<file path="src/rtl/alu_sequencer.sv">
// ============================================================================
// Module   : alu_sequencer
// Brief    : Issues one request at a time to a 16-bit combinational ALU, owns
//            the Z/C flags, and runs a 16-iteration shift-add MUL on the adder.
// Revision : 1.0
// ============================================================================
`default_nettype none

module alu_sequencer #(
    parameter int         WIDTH  = 16,
    parameter logic [4:0] MUL_OP = 5'd31
) (
    input  logic             clk,
    input  logic             rst,
    input  logic             req_valid,
    output logic             req_ready,
    input  logic [4:0]       req_op,
    input  logic [WIDTH-1:0] req_a,
    input  logic [WIDTH-1:0] req_b,
    output logic             rsp_valid,
    input  logic             rsp_ready,
    output logic [WIDTH-1:0] rsp_result,
    output logic             rsp_skipped,
    output logic             rsp_illegal,
    output logic             flag_z,
    output logic             flag_c,
    input  logic             flags_we,
    input  logic [1:0]       flags_wdata,
    output logic [WIDTH-1:0] alu_a,
    output logic [WIDTH-1:0] alu_b,
    output logic [4:0]       alu_op,
    output logic             alu_enable,
    output logic             alu_zero_in,
    output logic             alu_carry_in,
    input  logic [WIDTH:0]   alu_out,
    input  logic             alu_zero,
    input  logic             alu_carry,
    input  logic             alu_cond
);

    localparam logic [4:0] c_LAST_ALU_OP = 5'd27;
    localparam logic [4:0] c_MUL_ITERS   = 5'd16;

    typedef enum logic [1:0] {
        S_IDLE = 2'd0,
        S_EXEC = 2'd1,
        S_MUL  = 2'd2,
        S_RESP = 2'd3
    } state_t;

    state_t           r_state;
    state_t           w_next;

    logic [4:0]       r_op;
    logic [WIDTH-1:0] r_a;
    logic [WIDTH-1:0] r_b;
    logic [WIDTH-1:0] r_result;
    logic             r_skipped;
    logic             r_illegal;
    logic             r_flag_z;
    logic             r_flag_c;

    logic [WIDTH-1:0] r_acc;
    logic [WIDTH-1:0] r_mcand;
    logic [WIDTH-1:0] r_mplier;
    logic [4:0]       r_cnt;
    logic             r_ovf;
    logic             r_mcand_lost;

    logic             w_is_alu_op;
    logic             w_is_mul_op;
    logic             w_mul_done;

    assign w_is_alu_op = (req_op <= c_LAST_ALU_OP);
    assign w_is_mul_op = (req_op == MUL_OP);
    assign w_mul_done  = (r_cnt == c_MUL_ITERS);

    assign req_ready    = (r_state == S_IDLE);
    assign rsp_valid    = (r_state == S_RESP);
    assign rsp_result   = r_result;
    assign rsp_skipped  = r_skipped;
    assign rsp_illegal  = r_illegal;
    assign flag_z       = r_flag_z;
    assign flag_c       = r_flag_c;
    assign alu_zero_in  = r_flag_z;
    assign alu_carry_in = r_flag_c;

    always_ff @(posedge clk) begin
        if (rst) begin
            r_state <= S_IDLE;
        end else begin
            r_state <= w_next;
        end
    end

    always_comb begin
        w_next     = r_state;
        alu_enable = 1'b0;
        alu_a      = '0;
        alu_b      = '0;
        alu_op     = 5'd0;
        case (r_state)
            S_IDLE: begin
                if (req_valid) begin
                    if (w_is_alu_op) begin
                        w_next = S_EXEC;
                    end else if (w_is_mul_op) begin
                        w_next = S_MUL;
                    end else begin
                        w_next = S_RESP;
                    end
                end
            end
            S_EXEC: begin
                alu_enable = 1'b1;
                alu_a      = r_a;
                alu_b      = r_b;
                alu_op     = r_op;
                w_next     = S_RESP;
            end
            S_MUL: begin
                // One extra cycle after the 16th add latches the final accumulator.
                if (w_mul_done) begin
                    w_next = S_RESP;
                end else begin
                    alu_enable = 1'b1;
                    alu_a      = r_acc;
                    alu_b      = r_mplier[0] ? r_mcand : '0;
                end
            end
            S_RESP: begin
                if (rsp_ready) begin
                    w_next = S_IDLE;
                end
            end
            default: w_next = S_IDLE;
        endcase
    end

    always_ff @(posedge clk) begin
        if (rst) begin
            r_op         <= 5'd0;
            r_a          <= '0;
            r_b          <= '0;
            r_result     <= '0;
            r_skipped    <= 1'b0;
            r_illegal    <= 1'b0;
            r_acc        <= '0;
            r_mcand      <= '0;
            r_mplier     <= '0;
            r_cnt        <= 5'd0;
            r_ovf        <= 1'b0;
            r_mcand_lost <= 1'b0;
        end else begin
            case (r_state)
                S_IDLE: begin
                    if (req_valid) begin
                        r_op         <= req_op;
                        r_a          <= req_a;
                        r_b          <= req_b;
                        r_result     <= '0;
                        r_skipped    <= 1'b0;
                        r_illegal    <= !(w_is_alu_op || w_is_mul_op);
                        r_acc        <= '0;
                        r_mcand      <= req_a;
                        r_mplier     <= req_b;
                        r_cnt        <= 5'd0;
                        r_ovf        <= 1'b0;
                        r_mcand_lost <= 1'b0;
                    end
                end
                S_EXEC: begin
                    if (alu_cond) begin
                        r_result <= alu_out[WIDTH-1:0];
                    end else begin
                        r_skipped <= 1'b1;
                    end
                end
                S_MUL: begin
                    if (w_mul_done) begin
                        r_result <= r_acc;
                    end else begin
                        // Overflow: adder carry, or adding a partial product whose
                        // upper bits were already shifted out of the multiplicand.
                        r_acc        <= alu_out[WIDTH-1:0];
                        r_ovf        <= r_ovf | alu_out[WIDTH] | (r_mplier[0] & r_mcand_lost);
                        r_mcand_lost <= r_mcand_lost | r_mcand[WIDTH-1];
                        r_mcand      <= r_mcand << 1;
                        r_mplier     <= r_mplier >> 1;
                        r_cnt        <= r_cnt + 5'd1;
                    end
                end
                default: ;
            endcase
        end
    end

    always_ff @(posedge clk) begin
        if (rst) begin
            r_flag_z <= 1'b0;
            r_flag_c <= 1'b0;
        end else if (flags_we) begin
            r_flag_c <= flags_wdata[1];
            r_flag_z <= flags_wdata[0];
        end else if ((r_state == S_EXEC) && alu_cond) begin
            r_flag_z <= alu_zero;
            r_flag_c <= alu_carry;
        end else if ((r_state == S_MUL) && w_mul_done) begin
            r_flag_z <= (r_acc == '0);
            r_flag_c <= r_ovf;
        end
    end

endmodule

`default_nettype wire

</file>
<file path="config.mk">
export PLATFORM = sky130hd
export DESIGN_NAME = alu_sequencer
export DESIGN_NICKNAME = d
export VERILOG_FILES = /design/src/rtl/alu_sequencer.sv
export SDC_FILE = /design/constraint.sdc
export NUM_CORES = 1
export LEC_CHECK = 0
export ABC_AREA = 0
export ABC_CLOCK_PERIOD_IN_PS = 2400
export CAP_MARGIN = 10
export CORE_UTILIZATION = 45
export DETAILED_ROUTE_END_ITERATION = 7
export GPL_ROUTABILITY_DRIVEN = 0
export PLACE_DENSITY_LB_ADDON = 0.3
export SKIP_CTS_REPAIR_TIMING = 1
export SLEW_MARGIN = 0
export SYNTH_ARGS = -nofsm -noshare
export SYNTH_HDL_FRONTEND = slang
export SYNTH_SLANG_ARGS = --single-unit
export TNS_END_PERCENT = 30
</file>
<file path="constraint.sdc">
create_clock -name clk -period 2.4 [get_ports clk]
set_input_delay 0.72 -clock clk [delete_from_list [all_inputs] [get_ports clk]]
set_output_delay 0.72 -clock clk [all_outputs]
set_load 0.03 [all_outputs]
</file>
# Word level (Yosys, flattened, before mapping)
# Cells that the tools add are included.
dict set report word_totals {
  reg_bits 114
  in_bits 64
  output_inout_bits 62
  word_cells 89
}
dict set report op_classes {
  add_sub_neg 1
  magnitude_cmp 1
  eq_ne 11
  muxes 42
  n_bitwise 4
  n_reduce_logical 15
}
# operator count
set ops {}
lappend ops {{$mux W16} 11}
lappend ops {{$pmux W16 S2} 5}
lappend ops {{$pmux W16 S3} 1}
lappend ops {{$logic_not A16 Y1} 1}
lappend ops {{$mux W5} 3}
lappend ops {{$mux W1} 12}
lappend ops {{$eq A5 B5 Y1 const B} 2}
lappend ops {{$ne A2 B2 Y1 const B} 5}
lappend ops {{$pmux W5 S2} 1}
lappend ops {{$reduce_and A3 Y1} 3}
lappend ops {{$mux W2} 4}
lappend ops {{$pmux W1 S2} 4}
lappend ops {{$pmux W2 S4} 1}
lappend ops {{$reduce_bool A3 Y1} 2}
lappend ops {{$add A5 B1 Y5 const B} 1}
lappend ops {{$le A5 B5 Y1 const B} 1}
lappend ops {{$eq A2 B2 Y1 const B} 2}
lappend ops {{$reduce_and A4 Y1} 1}
lappend ops {{$reduce_bool A2 Y1} 2}
lappend ops {{$or A1 B1 Y1} 3}
lappend ops {{$eq A2 B1 Y1 const B} 1}
lappend ops {{$logic_and A1 B1 Y1} 2}
lappend ops {{$logic_not A2 Y1} 1}
lappend ops {{$ne A2 B1 Y1 const B} 1}
lappend ops {{other kinds (4)} 4}

# Depth between registers and ports, before layout
# Gate-level depths: netlist of run 1.
dict set report depth {
  ltp_word 5
  mapped_depth 9
  depth_no_buf 6
}

# Least setup slack after synthesis of run 1
# OpenSTA, ideal clock, no wires.
dict set report synth_path {
  kind {flip-flop to output port}
  start {register r_cnt[0]}
  end {output alu_b[8]}
  arrival_ns 1.773
  required_ns 1.680
  path_slack_ns -0.093
  path_stages_with_launch 9
  n_path_buf 2
  path_cell_list {dfxtp_1 inv_1 ha_1 nand4bb_1 and3_1 clkbuf_2 buf_2 a22oi_1 nor2b_1}
}
dict set report synth_between {
  elab_chain_len 3
}
# element line_no
set synth_lines {}
lappend synth_lines {{from (decl)} 66} ;# logic [4:0] r_cnt;
lappend synth_lines {{from (signal assigned)} 190} ;# r_cnt <= r_cnt + 5'd1;
lappend synth_lines {{$eq A5 B5 Y1} 76} ;# assign w_mul_done = (r_cnt == c_MUL_ITERS);
lappend synth_lines {{$mux W16} 123} ;# if (w_mul_done) begin
lappend synth_lines {{$pmux W16 S2} 102} ;# case (r_state)
lappend synth_lines {{to (decl)} 30} ;# output logic [WIDTH-1:0] alu_b,
# Every way passes these cells.

# Worst setup path in the final report of run 1
dict set report layout_path {
  start {register r_cnt[1]}
  end {output alu_a[7]}
}
dict set report layout_between {
  elab_chain_len 3
}
# element line_no
set layout_lines {}
lappend layout_lines {{$eq A5 B5 Y1} 76}
lappend layout_lines {{$mux W16} 123}
lappend layout_lines {{$pmux W16 S2} 102}
lappend layout_lines {{to (decl)} 29} ;# output logic [WIDTH-1:0] alu_a,
# Every way passes these cells.

==> results of run 1 <==
-- per-stage QoR --
stage / TNS [ns] / cells / util
3_5_place_dp: 0 / 866 / 0.591
6_report: -5.59 / 908 / 0.672
3_3_place_gp: 0 / 866 / 0.591
5_1_grt: -7.79 / 908 / 0.672
2_1_floorplan: -0.430 / 625 / -
4_1_cts: -11.91 / 898 / 0.644
-- state kept, by name, summed over array words and instances, names as in the netlist --
signal and flops:
r_mcand_lost 1, r_cnt 5, r_acc 16, r_state 2, rsp_skipped 1, r_a 16
r_op 5, r_mplier 16, r_ovf 1, alu_zero_in 1, rsp_illegal 1, r_mcand 16
alu_carry_in 1, rsp_result 16, r_b 16
-- cell families after synthesis --
family          Yosys count
compound gates          179
xor+xnor                  2
fa+ha+maj                 7
buf+inv                  63
flops                   114
mux                      30
simple gates            230
-- cells in the final DEF (no fill, tap or decap), types with 5 or more instances in the layout --
| master | n |
|---|---|
| nor2b_1 | 24 |
| a22oi_2 | 24 |
| clkinv_2 | 7 |
| a22o_1 | 16 |
| o21ai_0 | 7 |
| a22oi_1 | 32 |
| a211oi_2 | 26 |
| clkbuf_16 | 17 |
| nand2_1 | 95 |
| nand3_1 | 20 |
| nand4_1 | 5 |
| buf_12 | 13 |
| nor2_2 | 10 |
| nor2_1 | 45 |
| buf_4 | 54 |
| a21oi_1 | 60 |
| clkdlybuf4s50_1 | 84 |
| dfxtp_1 | 110 |
| nor2b_2 | 10 |
| mux2i_1 | 28 |
| buf_6 | 9 |
-- final cells by class --
cell class,instances,area share
repair buffers,162,0.208
multi-input cells,448,0.394
inverters,9,0.00463
flip-flops and latches,114,0.292
clock inverters,11,0.0169
clock buffers,21,0.0613
well taps,143,0.0228
-- report_power, final --
part / total [W] / switching [W] / leakage (nW) / internal (W)
logic: 0.00352 / 0.00199 / 1.61 / 0.00153
clock network: 0.00258 / 0.000854 / 0.308 / 0.00173
registers: 0.00271 / 0.000384 / 0.935 / 0.00232
total: 0.00880 / 0.00322 / 2.85 / 0.00558
-- worst paths after layout --
check / depth (start not counted) / to / startpoint / slack, ns
min: 2 / r_op[0]$_SDFFE_PP0P_ / r_op[0]$_SDFFE_PP0P_ / 0.46
max: 8 / alu_a[7] / r_cnt[1]$_SDFFE_PP0P_ / -0.26
min reg2reg: 2 / r_op[0]$_SDFFE_PP0P_ / r_op[0]$_SDFFE_PP0P_ / 0.46
max reg2reg: 7 / r_acc[12]$_SDFFE_PP0P_ / r_state[0]$_SDFFE_PP0P_ / 0.34
-- synth_stat cells, drive strengths merged, types with 2 or more instances --
master,n,area share
clkbuf,20,0.014
nand4,5,0.0057
nor4,4,0.0046
nor2,56,0.043
and3,2,0.0023
nand3,20,0.018
ha,7,0.016
a22oi,56,0.077
xor2,2,0.0032
a21oi,60,0.055
a211oi,27,0.061
nor2b,34,0.039
nand2b,3,0.0034
buf,34,0.039
nand2,95,0.065
nor3,2,0.0039
and2,6,0.0069
mux2i,28,0.051
inv,8,0.0055
a22o,16,0.026
dfxtp,114,0.42
o2111ai,3,0.0080
o21ai,9,0.0089
mux2,2,0.0048
-- layer usage --
| metal | vias up | wire length [µm] | global-route usage |
|---|---|---|---|
| met4 | 0 | 299 | 0.0880 |
| met2 | 236 | 8100 | 0.434 |
| met3 | 28 | 1200 | 0.0551 |
| met1 | 2570 | 7170 | 0.336 |
| met5 | - | 0 | 0 |
| li1 | 2464 | - | - |
-- worst max-delay path, cell delays in order (launching register included) --
cell and delay [ns]:
dfxtp_4 0.35, inv_2 0.04, ha_4 0.15, and4bb_4 0.20, nor2_4 0.20, buf_6 0.17, a22oi_2 0.06, nor2b_1 0.16
buf_4 0.19
==> metrics.cfg, run 1 <==
[outcome]
status = complete, but fails checks
violations = design-rule violations, negative setup slack

[setup_path]
end_kind = output pin
required_ns = 1.68
critPathLaunchType = flip-flop
path_max_fanout = 5
arrival_ns = 1.94
path_class = flip-flop to output pin

[cells_and_area]
layout-drive-gt1-share = 0.265
fill_cells = 868
register_area_um2 = 2290
antenna_cells = 0
fin_nets = 823
final_cell_area_um2 = 7840
area_delta_synth_final_pct = 43.1
multi_input_area_um2 = 3080

[drt]
vias = 5298
drtAntennaViolNets = 0
vias_per_cell = 5.83
firstDrtPassIters = 7
wl_um = 16800
routedWlPerCell_um = 18.5
drtIter0Drc = 461
drc = 9

[synthesis]
yosys_warnings = 0
synth_compound_area_frac = 0.251
ys_ff_latch = 114
synth_top_family_by_area = compound AO/OA/AOI/OAI gates
synthAdderAreaFrac = 0.0160
yosysUniqueCellTypes = 48
ys.flop_type = dfxtp_1
syn_area_per_cell_um2 = 8.76
synthArstFlopShare = 0
synth_xor_xnor_area_share = 0.00320
syn_nets = 696
synthSimpleGateAreaFrac = 0.198
seq_area_frac_synth = 0.417
netlist_area_um2 = 5480
syn_inst = 625
synth_edf_count = 0
synthMuxAreaShare = 0.0560

[die]
core_area_um2 = 11700
die_w_um = 112
die_area_um2 = 12600
io_pins = 126
start_util = 0.470
placementRows = 39
die_h_um = 112

[timing]
skew_ns = 0.00675
clock.fmax_ghz = 0.376
hold_violations = 0
rsz0062_at_grt = yes
fin_crit_ns = 2.66
setup_violations = 33
hold_slack_ns = 0.456
slew_violations = 0
relSlewSlack = 0.462
finalCritPeriodShare = 1.11
worstMarginPinSlew_ns = 0.804
layout_setup_ws_ns = -0.258

[grt]
globalRouteOverflowTotal = 0
grt_max_degree = 57
antenna_found_initial = 0
grt_pass1_wl_um = 25600
grt_usage = 0.261
grt_pass1_vias = 4980

[power]
p_leak_nw = 2.85
peakVddDrop_mv = 0.679
power_density_nw_per_um2 = 1120
finalPower_w = 0.00880

[clock_tree]
numClockSinks = 114
clock_latency_ns = 0.41
cts-root-buf = clkbuf_16
cts_max_path_buffers = 2
cts_tree = yes
clk_pin_slew_ns = 0.05
cts_made_buffers = 17
h-tree-depth = 4

[place]
numPortBuffers = 125
dpl.hpwl_um = 11300
placed_cell_area_um2 = 6900
dp_slack_ns = 0.0125

[min_path]
hold_class = flip-flop to flip-flop

[run]
maxCapViolations = 0

No activity file was read; power rests on OpenSTA's default activity.
==> run 2, diff against run 1 <==
--- a/config.mk
+++ b/config.mk
@@ -9,7 +9,6 @@
 export ABC_CLOCK_PERIOD_IN_PS = 2400
 export CAP_MARGIN = 10
-export CORE_UTILIZATION = 45
+export CORE_UTILIZATION = 48
 export DETAILED_ROUTE_END_ITERATION = 7
-export GPL_ROUTABILITY_DRIVEN = 0
 export PLACE_DENSITY_LB_ADDON = 0.3
 export SKIP_CTS_REPAIR_TIMING = 1
==> constraint.sdc (replaced) <==
create_clock -name clk -period 2.4 [get_ports clk]
set_input_delay 0.72 -clock clk [delete_from_list [all_inputs] [get_ports clk]]
set_output_delay 0.72 -clock clk [all_outputs]
set_load 0.01 [all_outputs]
==> run 2 against run 1 <==
The flow finishes with violations (negative setup slack). Sequential power about the same. Via count increased by 0.72%. Utilization increased by 3.0 points. Power decreased by 2.9%. Sequential share of layout area increased by 0.42 points. Die area decreased by 6.1%. Register-to-register slack about the same. Clock power about the same. Wire length decreased by 0.54%. Final cell count increased by 0.22%. Worst setup slack improved by 0.034 ns. Critical path type unchanged.
==> metrics.cfg, run 2 (same netlist as run 1, synthesis figures left out) <==
[outcome]
status = complete, but fails checks
violations = negative setup slack

[drt]
vias = 5336
wl_um = 16700
routedWlPerCell_um = 18.3
drtIter0Drc = 367
vias_per_cell = 5.86
drtAntennaViolNets = 0
drc = 0
firstDrtPassIters = 5

[cells_and_area]
area_delta_synth_final_pct = 40.8
antenna_cells = 0
fin_cells = 910
final_common_cell = dfxtp_1
fin_nets = 828
mostFrequentLayoutCells = dfxtp_1, nand2_1, clkdlybuf4s50_1
final_cell_area_um2 = 7710
layout-drive-gt1-share = 0.221

[clock_tree]
cts_tree = yes
clock_latency_ns = 0.41
cts_max_path_buffers = 2
clk_pin_slew_ns = 0.05
h-tree-depth = 4
cts-root-buf = clkbuf_16
cts_made_buffers = 17
numClockSinks = 114

[power]
peakVddDrop_mv = 0.581
p_leak_nw = 3.01
power_density_nw_per_um2 = 1110

[setup_path]
reg2reg_depth = 8
path_buf_inv = 3
cp_top_family = simple AND/OR/NAND/NOR gates
max_stage_delay_ns = 0.33
crit_path_cell_trace = inv_2 -> ha_4 -> nand4bb_1 -> and3_4 -> buf_6 -> a22oi_2 -> nor2b_1 -> dlymetal6s2s_1
arrival_ns = 1.90
end_kind = output pin
slowest_stage = dfxtp_2
required_ns = 1.68
path_max_fanout = 4
path_class = flip-flop to output pin
critPathLaunchType = flip-flop
path_depth = 8

[min_path]
hold_depth = 2
hold_class = flip-flop to flip-flop

[die]
core_area_um2 = 11000
start_util = 0.499
die_h_um = 109
die_area_um2 = 11800
die_w_um = 109
placementRows = 38
io_pins = 126

[timing]
clock.fmax_ghz = 0.381
skew_ns = 0.00926
finalCritPeriodShare = 1.09
rsz0062_at_grt = yes
worstMarginPinSlew_ns = 0.759
layout_setup_ws_ns = -0.225
relSlewSlack = 0.492
setup_violations = 33
hold_violations = 0
slew_violations = 0
fin_crit_ns = 2.62

[place]
dpl.hpwl_um = 11300
gp_congestion = 0.869
dp.cells = 875
placed_cell_area_um2 = 7020
numPortBuffers = 125

[grt]
grt_max_degree = 56
grt_usage = 0.274
grt_pass1_wl_um = 24900
antenna_found_initial = 0
grt_pass1_vias = 4921
globalRouteOverflowTotal = 0

[run]
maxCapViolations = 0

run 2: cell count changes in the layout (fill, tap and decap cells not counted), sizes merged:
cell,previous run,this run
buf,76,57
clkbuf,21,31
clkdlybuf4s50,84,86
clkinv,8,6
clkinvlp,1,3
dlymetal6s2s,2,13
inv,8,9
run 2: metrics by stage:
stage          setup slack [ns]  TNS (ns)  hold WS (ns)   util  power [W]
6_report                 -0.225     -2.91         0.452  0.702    0.00855
5_1_grt                  -0.280     -5.56         0.475  0.702    0.00892
4_1_cts                  -0.665    -22.52         0.456  0.694    0.00840
3_5_place_dp             -0.226     -6.08         0.449  0.639    0.00581
3_3_place_gp             -0.177     -4.96         0.438  0.639    0.00571
2_1_floorplan             0.163         0         0.431      -    0.00469
run 2: worst reg2reg max path: cells and delay by family (launching register included):
kind | cells | cell delay, ns
mux | 1 | 0.24
compound gates | 2 | 0.42
fa+ha+maj | 1 | 0.26
simple gates | 1 | 0.14
buf+inv | 3 | 0.59
flops | 1 | 0.33
run 2: path summary, 6_finish.rpt:
| path | slack (ns) | start | end |
|---|---|---|---|
| worst max-delay path | -0.22 | r_cnt[0]$_SDFFE_PP0P_ | alu_b[1] |
| worst min-delay path | 0.45 | rsp_result[13]$_SDFFE_PP0P_ | rsp_result[13]$_SDFFE_PP0P_ |
| worst max register to register | 0.34 | r_state[0]$_SDFFE_PP0P_ | r_mcand[14]$_SDFFE_PP0P_ |
| worst min register to register | 0.45 | rsp_result[13]$_SDFFE_PP0P_ | rsp_result[13]$_SDFFE_PP0P_ |
run 2: layout make-up:
type | count | area (µm²)
inverter | 9 | 33.8
clock inverter | 12 | 158
clock buffer | 20 | 447
fill | 837 | 3270
timing repair buffer | 167 | 1620
tap | 140 | 175
sequential | 114 | 2290
multi-input combinational | 448 | 3000
run 2: where the power goes:
part           total [W]  switching, W  leakage (nW)  internal, W
Combinational    0.00329       0.00181          1.79      0.00148
Clock            0.00256      0.000900         0.287      0.00166
Sequential       0.00270      0.000378         0.934      0.00232
Total            0.00855       0.00308          3.01      0.00547
run 2: routing by layer:
metal,global-route usage,vias to the layer above,part of all wire
met5,0,-,0
met4,0.0792,0,0.015
met3,0.0634,32,0.072
met2,0.456,252,0.49
met1,0.354,2570,0.43
li1,-,2482,-
